[src/rtl/down_mixer_pkg.sv]
// Shared widths and the reference round/saturate helper for the down-conversion mixer.
// The sub-module implements the same arithmetic for arbitrary widths.
package down_mixer_pkg;

    localparam int DEF_INPUT_WIDTH  = 16;
    localparam int DEF_OUTPUT_WIDTH = 16;
    localparam int DEF_FRAC_BITS    = DEF_INPUT_WIDTH - 1;
    localparam int PROD_W           = 2 * DEF_INPUT_WIDTH;
    localparam int SUM_W            = PROD_W + 1;

    localparam logic signed [SUM_W-1:0] SAT_MAX =
        (SUM_W'(1) << (DEF_OUTPUT_WIDTH - 1)) - SUM_W'(1);
    localparam logic signed [SUM_W-1:0] SAT_MIN = ~SAT_MAX;
    localparam logic signed [SUM_W-1:0] ROUND_HALF = SUM_W'(1) << (DEF_FRAC_BITS - 1);

    // Round half up, drop the fractional bits, clamp to the default output range.
    function automatic logic signed [DEF_OUTPUT_WIDTH-1:0] sat_round(
        input logic signed [SUM_W-1:0] sum
    );
        logic signed [SUM_W-1:0] rounded;
        logic signed [SUM_W-1:0] shifted;
        rounded = sum + ROUND_HALF;
        shifted = rounded >>> DEF_FRAC_BITS;
        if (shifted > SAT_MAX) begin
            return SAT_MAX[DEF_OUTPUT_WIDTH-1:0];
        end else if (shifted < SAT_MIN) begin
            return SAT_MIN[DEF_OUTPUT_WIDTH-1:0];
        end
        return shifted[DEF_OUTPUT_WIDTH-1:0];
    endfunction

endpackage

[src/rtl/mixer_round_sat.sv]
// Stage-2 output register: rounds a full-precision product sum half up,
// shifts out the fractional bits and saturates to the output width.
module mixer_round_sat
    import down_mixer_pkg::*;
#(
    parameter int SUM_WIDTH    = SUM_W,
    parameter int FRAC_BITS    = DEF_FRAC_BITS,
    parameter int OUTPUT_WIDTH = DEF_OUTPUT_WIDTH
) (
    input  logic                           clk,
    input  logic                           rst_n,
    input  logic signed [SUM_WIDTH-1:0]    sum,
    output logic signed [OUTPUT_WIDTH-1:0] result
);

    localparam logic signed [SUM_WIDTH-1:0] HALF  = SUM_WIDTH'(1) << (FRAC_BITS - 1);
    localparam logic signed [SUM_WIDTH-1:0] MAX_V =
        (SUM_WIDTH'(1) << (OUTPUT_WIDTH - 1)) - SUM_WIDTH'(1);
    localparam logic signed [SUM_WIDTH-1:0] MIN_V = ~MAX_V;

    logic signed [SUM_WIDTH-1:0]    rounded;
    logic signed [SUM_WIDTH-1:0]    shifted;
    logic signed [OUTPUT_WIDTH-1:0] sat_value;

    // The sum carries one guard bit, so adding the half LSB can never wrap.
    always_comb begin
        rounded = sum + HALF;
        shifted = rounded >>> FRAC_BITS;
        if (shifted > MAX_V) begin
            sat_value = MAX_V[OUTPUT_WIDTH-1:0];
        end else if (shifted < MIN_V) begin
            sat_value = MIN_V[OUTPUT_WIDTH-1:0];
        end else begin
            sat_value = shifted[OUTPUT_WIDTH-1:0];
        end
    end

    always_ff @(posedge clk or negedge rst_n) begin
        if (!rst_n) begin
            result <= '0;
        end else begin
            result <= sat_value;
        end
    end

endmodule

[src/rtl/down_mixer.sv]
// Complex down-conversion mixer: x * conj(y) with a two-stage pipeline
// (registered products, then registered round/saturate outputs).
module down_mixer
    import down_mixer_pkg::*;
#(
    parameter int INPUT_WIDTH  = DEF_INPUT_WIDTH,
    parameter int OUTPUT_WIDTH = DEF_OUTPUT_WIDTH,
    parameter int FRAC_BITS    = INPUT_WIDTH - 1
) (
    input  logic                           clk,
    input  logic                           rst_n,
    input  logic                           in_valid,
    input  logic signed [INPUT_WIDTH-1:0]  i_in_1,
    input  logic signed [INPUT_WIDTH-1:0]  q_in_1,
    input  logic signed [INPUT_WIDTH-1:0]  i_in_2,
    input  logic signed [INPUT_WIDTH-1:0]  q_in_2,
    output logic                           out_valid,
    output logic signed [OUTPUT_WIDTH-1:0] i_out,
    output logic signed [OUTPUT_WIDTH-1:0] q_out
);

    localparam int PROD_WIDTH = 2 * INPUT_WIDTH;
    localparam int SUM_WIDTH  = PROD_WIDTH + 1;

    logic signed [PROD_WIDTH-1:0] p_ii;
    logic signed [PROD_WIDTH-1:0] p_qq;
    logic signed [PROD_WIDTH-1:0] p_qi;
    logic signed [PROD_WIDTH-1:0] p_iq;
    logic signed [SUM_WIDTH-1:0]  i_sum;
    logic signed [SUM_WIDTH-1:0]  q_sum;
    logic [1:0]                   valid_pipe;

    // Products update every cycle; out_valid alone qualifies the data.
    always_ff @(posedge clk or negedge rst_n) begin
        if (!rst_n) begin
            p_ii       <= '0;
            p_qq       <= '0;
            p_qi       <= '0;
            p_iq       <= '0;
            valid_pipe <= '0;
        end else begin
            p_ii       <= PROD_WIDTH'(i_in_1) * PROD_WIDTH'(i_in_2);
            p_qq       <= PROD_WIDTH'(q_in_1) * PROD_WIDTH'(q_in_2);
            p_qi       <= PROD_WIDTH'(q_in_1) * PROD_WIDTH'(i_in_2);
            p_iq       <= PROD_WIDTH'(i_in_1) * PROD_WIDTH'(q_in_2);
            valid_pipe <= {valid_pipe[0], in_valid};
        end
    end

    assign i_sum     = SUM_WIDTH'(p_ii) + SUM_WIDTH'(p_qq);
    assign q_sum     = SUM_WIDTH'(p_qi) - SUM_WIDTH'(p_iq);
    assign out_valid = valid_pipe[1];

    mixer_round_sat #(
        .SUM_WIDTH    (SUM_WIDTH),
        .FRAC_BITS    (FRAC_BITS),
        .OUTPUT_WIDTH (OUTPUT_WIDTH)
    ) u_round_i (
        .clk    (clk),
        .rst_n  (rst_n),
        .sum    (i_sum),
        .result (i_out)
    );

    mixer_round_sat #(
        .SUM_WIDTH    (SUM_WIDTH),
        .FRAC_BITS    (FRAC_BITS),
        .OUTPUT_WIDTH (OUTPUT_WIDTH)
    ) u_round_q (
        .clk    (clk),
        .rst_n  (rst_n),
        .sum    (q_sum),
        .result (q_out)
    );

endmodule

[config.mk]
export PLATFORM = sky130hd
export DESIGN_NAME = down_mixer
export DESIGN_NICKNAME = d
export VERILOG_FILES = /design/src/rtl/down_mixer_pkg.sv /design/src/rtl/mixer_round_sat.sv /design/src/rtl/down_mixer.sv
export SDC_FILE = /design/constraint.sdc
export NUM_CORES = 2
export LEC_CHECK = 0
export CORE_ASPECT_RATIO = 1.75
export CORE_UTILIZATION = 40
export CTS_BUF_LIST = sky130_fd_sc_hd__clkbuf_8 sky130_fd_sc_hd__clkbuf_16
export DETAILED_ROUTE_END_ITERATION = 10
export PLACE_DENSITY = 0.57
export SETUP_SLACK_MARGIN = 0.02
export SYNTH_ARGS = -nofsm -noshare
export SYNTH_HDL_FRONTEND = slang
export SYNTH_SLANG_ARGS = --single-unit
[constraint.sdc]
create_clock -name clk -period 4.1 [get_ports clk]
set_input_delay 0.82 -clock clk [delete_from_list [all_inputs] [get_ports clk]]
set_output_delay 0.82 -clock clk [all_outputs]
set_load 0.02 [all_outputs]
Word-level counts from Yosys, hierarchy flattened
Cells that the tools add are included.
Operators by class
  muxes and demuxes: 4
  shift-type cells: 0
  reductions and logical operators: 0
  magnitude comparators: 4
  div/mod/pow operators: 0
  equality and inequality tests: 0
  bitwise operators: 0
  multiply operators: 4
  add/subtract/negate cells: 4
Operators by type and width (number)
  $mul A16 B16 Y32: 4
  $add A33 B16 Y33 const B: 2
  $mux W16: 4
  $gt A18 B16 Y1 const B: 2
  $lt A18 B16 Y1 const B: 2
  $add A32 B32 Y33: 1
  $sub A32 B32 Y33: 1
Storage, ports and cells
  memories: 0
  logic and storage cells: 23
  bits in latches: 0
  output and inout bits: 33
  bits of input ports: 67
  register bits after elaboration: 162
  memory bits (read-only): 0
  memory bits (writable): 0

Longest topological paths before layout
  depth after elaboration: 5
  depth in mapped cells: 24

Hierarchy
Synthesis repeated with hierarchy kept, for this count alone.
Second synthesis, totals
  cells, all modules: 5195
  area total of the unflattened synthesis: 47929.7 um^2
Modules (own cells, without submodules)
  down_mixer: instances 1, area each 45972.8 um^2, cells each 4993, sequential area each 3253.1 um^2
  mixer_round_sat: instances 2, area each 978.4 um^2, cells each 101, sequential area each 400.4 um^2

Worst setup path before layout
No wires, ideal clock.
  kind: input-to-reg
  start: input port i_in_2[7]
  end: register p_qi[31]
  path slack: -2.764 ns
  data required time: 3.977 ns
  arrival time: 6.741 ns
  library setup time: 0.123 ns
  cell stages on the path: 24
  path through: clkbuf_1 > nand2_1 > fa_1 > inv_1 > fa_1 > inv_1 > fa_1 > inv_1 > fa_1 > fa_1 > inv_1 > fa_1 > inv_1 > ha_1 > buf_6 > a2111o_1 > o21bai_1 > a31o_1 > a41o_4 > a2111oi_4 > nor3_2 > a2111oi_4 > a21oi_2 > xnor2_1
On the way
  word-level cells in the longest chain between the ends: 1
Ends and longest elaborated chain
  from (decl): RTL line down_mixer.sv:15  | input logic signed [INPUT_WIDTH-1:0] i_in_2,
  $mul A16 B16 Y32: RTL line down_mixer.sv:44  | p_qi <= PROD_WIDTH'(q_in_1) * PROD_WIDTH'(i_in_2);
  to (signal assigned): RTL line down_mixer.sv:44
  to (decl): RTL line down_mixer.sv:27  | logic signed [PROD_WIDTH-1:0] p_qi;
No other way between the ends.

Worst setup path in the final report
  start: input port i_in_2[6]
  end: register p_qi[29]
Same word-level chain as after synthesis.

==> flow_summary.json <==
{
  "rows": 165,
  "n_fill_cell": 10250,
  "seq_area_frac_synth": 0.0867,
  "syn_inst": 4959,
  "area_growth_pct": 32.5,
  "synthTopCellsByArea": "fa_1 (45%), ha_1 (12%), inv_1 (9.6%)",
  "cts_buffers": 17,
  "io_pins": 100,
  "post-place-ws_ns": -3.17,
  "grt_pass1_vias": 40166,
  "remaining_drc_errors": 18,
  "ys_ff_latch": 162,
  "routed_wl_um": 134000,
  "cts_tree": "done",
  "coreArea_um2": 116000,
  "grt_antenna_before_repair": 5,
  "vias": 36084,
  "maxSlewHeadroom": 0.300,
  "synth.largest_area_cell": "fa_1",
  "synth.avg_cell_area_um2": 9.43,
  "rsz0062_at_grt": "true",
  "synthArstFlopShare": 1.00,
  "synth_edf_count": 0,
  "ant_nets": 0,
  "min_period_ns": 6.30,
  "grt_max_degree": 58,
  "yosysWarnings": 0,
  "nNetsFinal": 7381,
  "place_hpwl_um": 104000,
  "maxCapViolCount": 0,
  "clk_latency_ns": 0.54,
  "dieWidth_um": 260,
  "io_buffers": 99,
  "cts_sinks": 162,
  "setup_ws_ns": -2.20,
  "hold_path_class": "in -> async",
  "dr.pass1.iters": 8,
  "postLayoutCoreUtil": 0.535,
  "max_freq_mhz": 159,
  "outcome": "complete, but fails checks",
  "start_util": 0.404,
  "overflow": 0,
  "wl_per_cell_um": 18.3,
  "synth-main-ff-cell": "dfrtp_1",
  "cp.required_ns": 4.56,
  "hold_viol": 0,
  "end_kind": "register",
  "startpoint_type": "input pin",
  "clkSlewWorstSetupHoldPaths_ns": 0.07,
  "violations": "design-rule violations, negative setup slack",
  "die_h_um": 454,
  "dr.first_iter.drc_count": 1825,
  "criticalPathCategory": "in -> reg",
  "worstPathMaxFanout": 5,
  "fin_crit_sh": 1.54,
  "cts_root_buf": "clkbuf_16",
  "netlist_area_um2": 46800,
  "setup_viol": 101,
  "cts_max_level": 4,
  "yosysUniqueCellTypes": 80,
  "worst_slew_pin_slew_ns": 1.05,
  "track_usage": 0.240,
  "synth_top_area_frac": 0.449,
  "grt_pass1_wl_um": 215000,
  "synth_nets": 6524,
  "finClkSkew_ns": 0.0152,
  "slew_viol_final": 0,
  "clockBufferDepth": 2,
  "layout-drive-gt1-share": 0.278,
  "arrival_ns": 6.76,
  "via_per_inst": 4.92,
  "globalplace.congestion": 0.884,
  "dieArea_um2": 118000
}
==> cell usage in the layout, fill, tap and decap left out, types with 85 or more instances in the layout <==
cell        n
xnor2_1    98
and2_4     85
fa_1      974
ha_1      378
nand2_1   495
inv_2      86
buf_4     682
dfrtp_1   162
buf_12    115
and2_1    410
buf_6     127
inv_1    1104
nor2_1     96
==> per-stage QoR <==
step	instance area [µm²]	instances	hold WS (ns)	TNS (ns)
6_report	62000	7334	0.287	-146.15
5_1_grt	61900	7333	0.343	-161.02
4_1_cts	60500	7269	0.275	-142.24
3_5_place_dp	56400	7074	0.340	-245.36
3_3_place_gp	56400	7074	0.336	-243.17
2_1_floorplan	48600	4959	0.331	-133.23
==> registers in the layout, summed over array words and instances, names as in the netlist <==
register / count
p_ii: 32
p_iq: 32
p_qi: 32
p_qq: 32
u_round_i.result: 16
u_round_q.result: 16
valid_pipe: 2
==> what timing repair did <==
| action | CTS | global route |
|---|---|---|
| buffers inserted | 152 | 82 |
| pin swaps | 299 | 281 |
| gates cloned | 25 | 4 |
| gates resized for setup | 673 | 274 |
| hold buffers | 0 | 0 |
| setup endpoints to repair | 105 | 104 |
==> synthesized netlist by cell type (19+ instances only) <==
cell / instances
nor2_1: 129
xnor2_1: 118
nand2_1: 540
nand3_1: 36
clkbuf_1: 195
dfrtp_1: 162
fa_1: 1048
nand2b_1: 37
xor2_1: 37
and2_1: 495
a21o_1: 53
ha_1: 450
o21a_1: 19
nor3_1: 28
inv_1: 1191
o21ai_0: 60
a21oi_1: 104
==> cells by family after synthesis <==
kind of cell	Yosys count	synth area share
fa+ha+maj	1498	0.569
xor+xnor	155	0.0290
flops	162	0.0867
mux	4	0.000883
buf+inv	1394	0.112
simple gates	1338	0.142
compound gates	408	0.0598
==> layout make-up <==
class / count / area (µm²) / share of cell area
Antenna cell: 2 / 5.00 / 0.0000808
Tap cell: 1503 / 1880 / 0.0304
Clock inverter: 15 / 220 / 0.00355
Inverter: 1191 / 4470 / 0.0722
Timing Repair Buffer: 1041 / 10700 / 0.172
Clock buffer: 17 / 425 / 0.00687
Multi-Input combinational cell: 3403 / 40200 / 0.649
Sequential cell: 162 / 4050 / 0.0654
==> per-layer routing <==
metal / up-vias / global-route usage / part of all wire
li1: 16494 / - / -
met1: 18679 / 0.277 / 0.37
met2: 680 / 0.430 / 0.52
met3: 225 / 0.0212 / 0.035
met4: 6 / 0.141 / 0.071
met5: - / 0 / 0.00026
==> worst max-delay path, cell delays in order <==
cell and delay [ns]:
buf_12 0.12, buf_12 0.15, and2_1 0.18, fa_1 0.49
inv_1 0.06, fa_1 0.49, fa_1 0.49, inv_1 0.05
fa_1 0.51, fa_1 0.53, inv_1 0.05, fa_1 0.49
inv_2 0.05, ha_4 0.23, a2111o_1 0.39, o21bai_1 0.18
a31o_1 0.22, a41o_4 0.27, a2111oi_4 0.35, nor3_2 0.09
a2111oi_4 0.25, buf_4 0.18, xnor2_2 0.10
==> worst paths after layout <==
path	from	to	slack (ns)	depth (start not counted)
min reg2reg	valid_pipe[0]	valid_pipe[1]	0.35	0
max reg2reg	p_qq[20]	u_round_i.result[3]	0.34	12
max in group asynchronous	rst_n	p_ii[16]	2.89	2
min	rst_n	u_round_q.result[15]	0.29	1
max	i_in_2[6]	p_qi[29]	-2.20	23
min in group clk	valid_pipe[0]	valid_pipe[1]	0.35	0
Power is not shown: default switching activity piles up to over one toggle a cycle in this logic, so the estimate is an artifact.
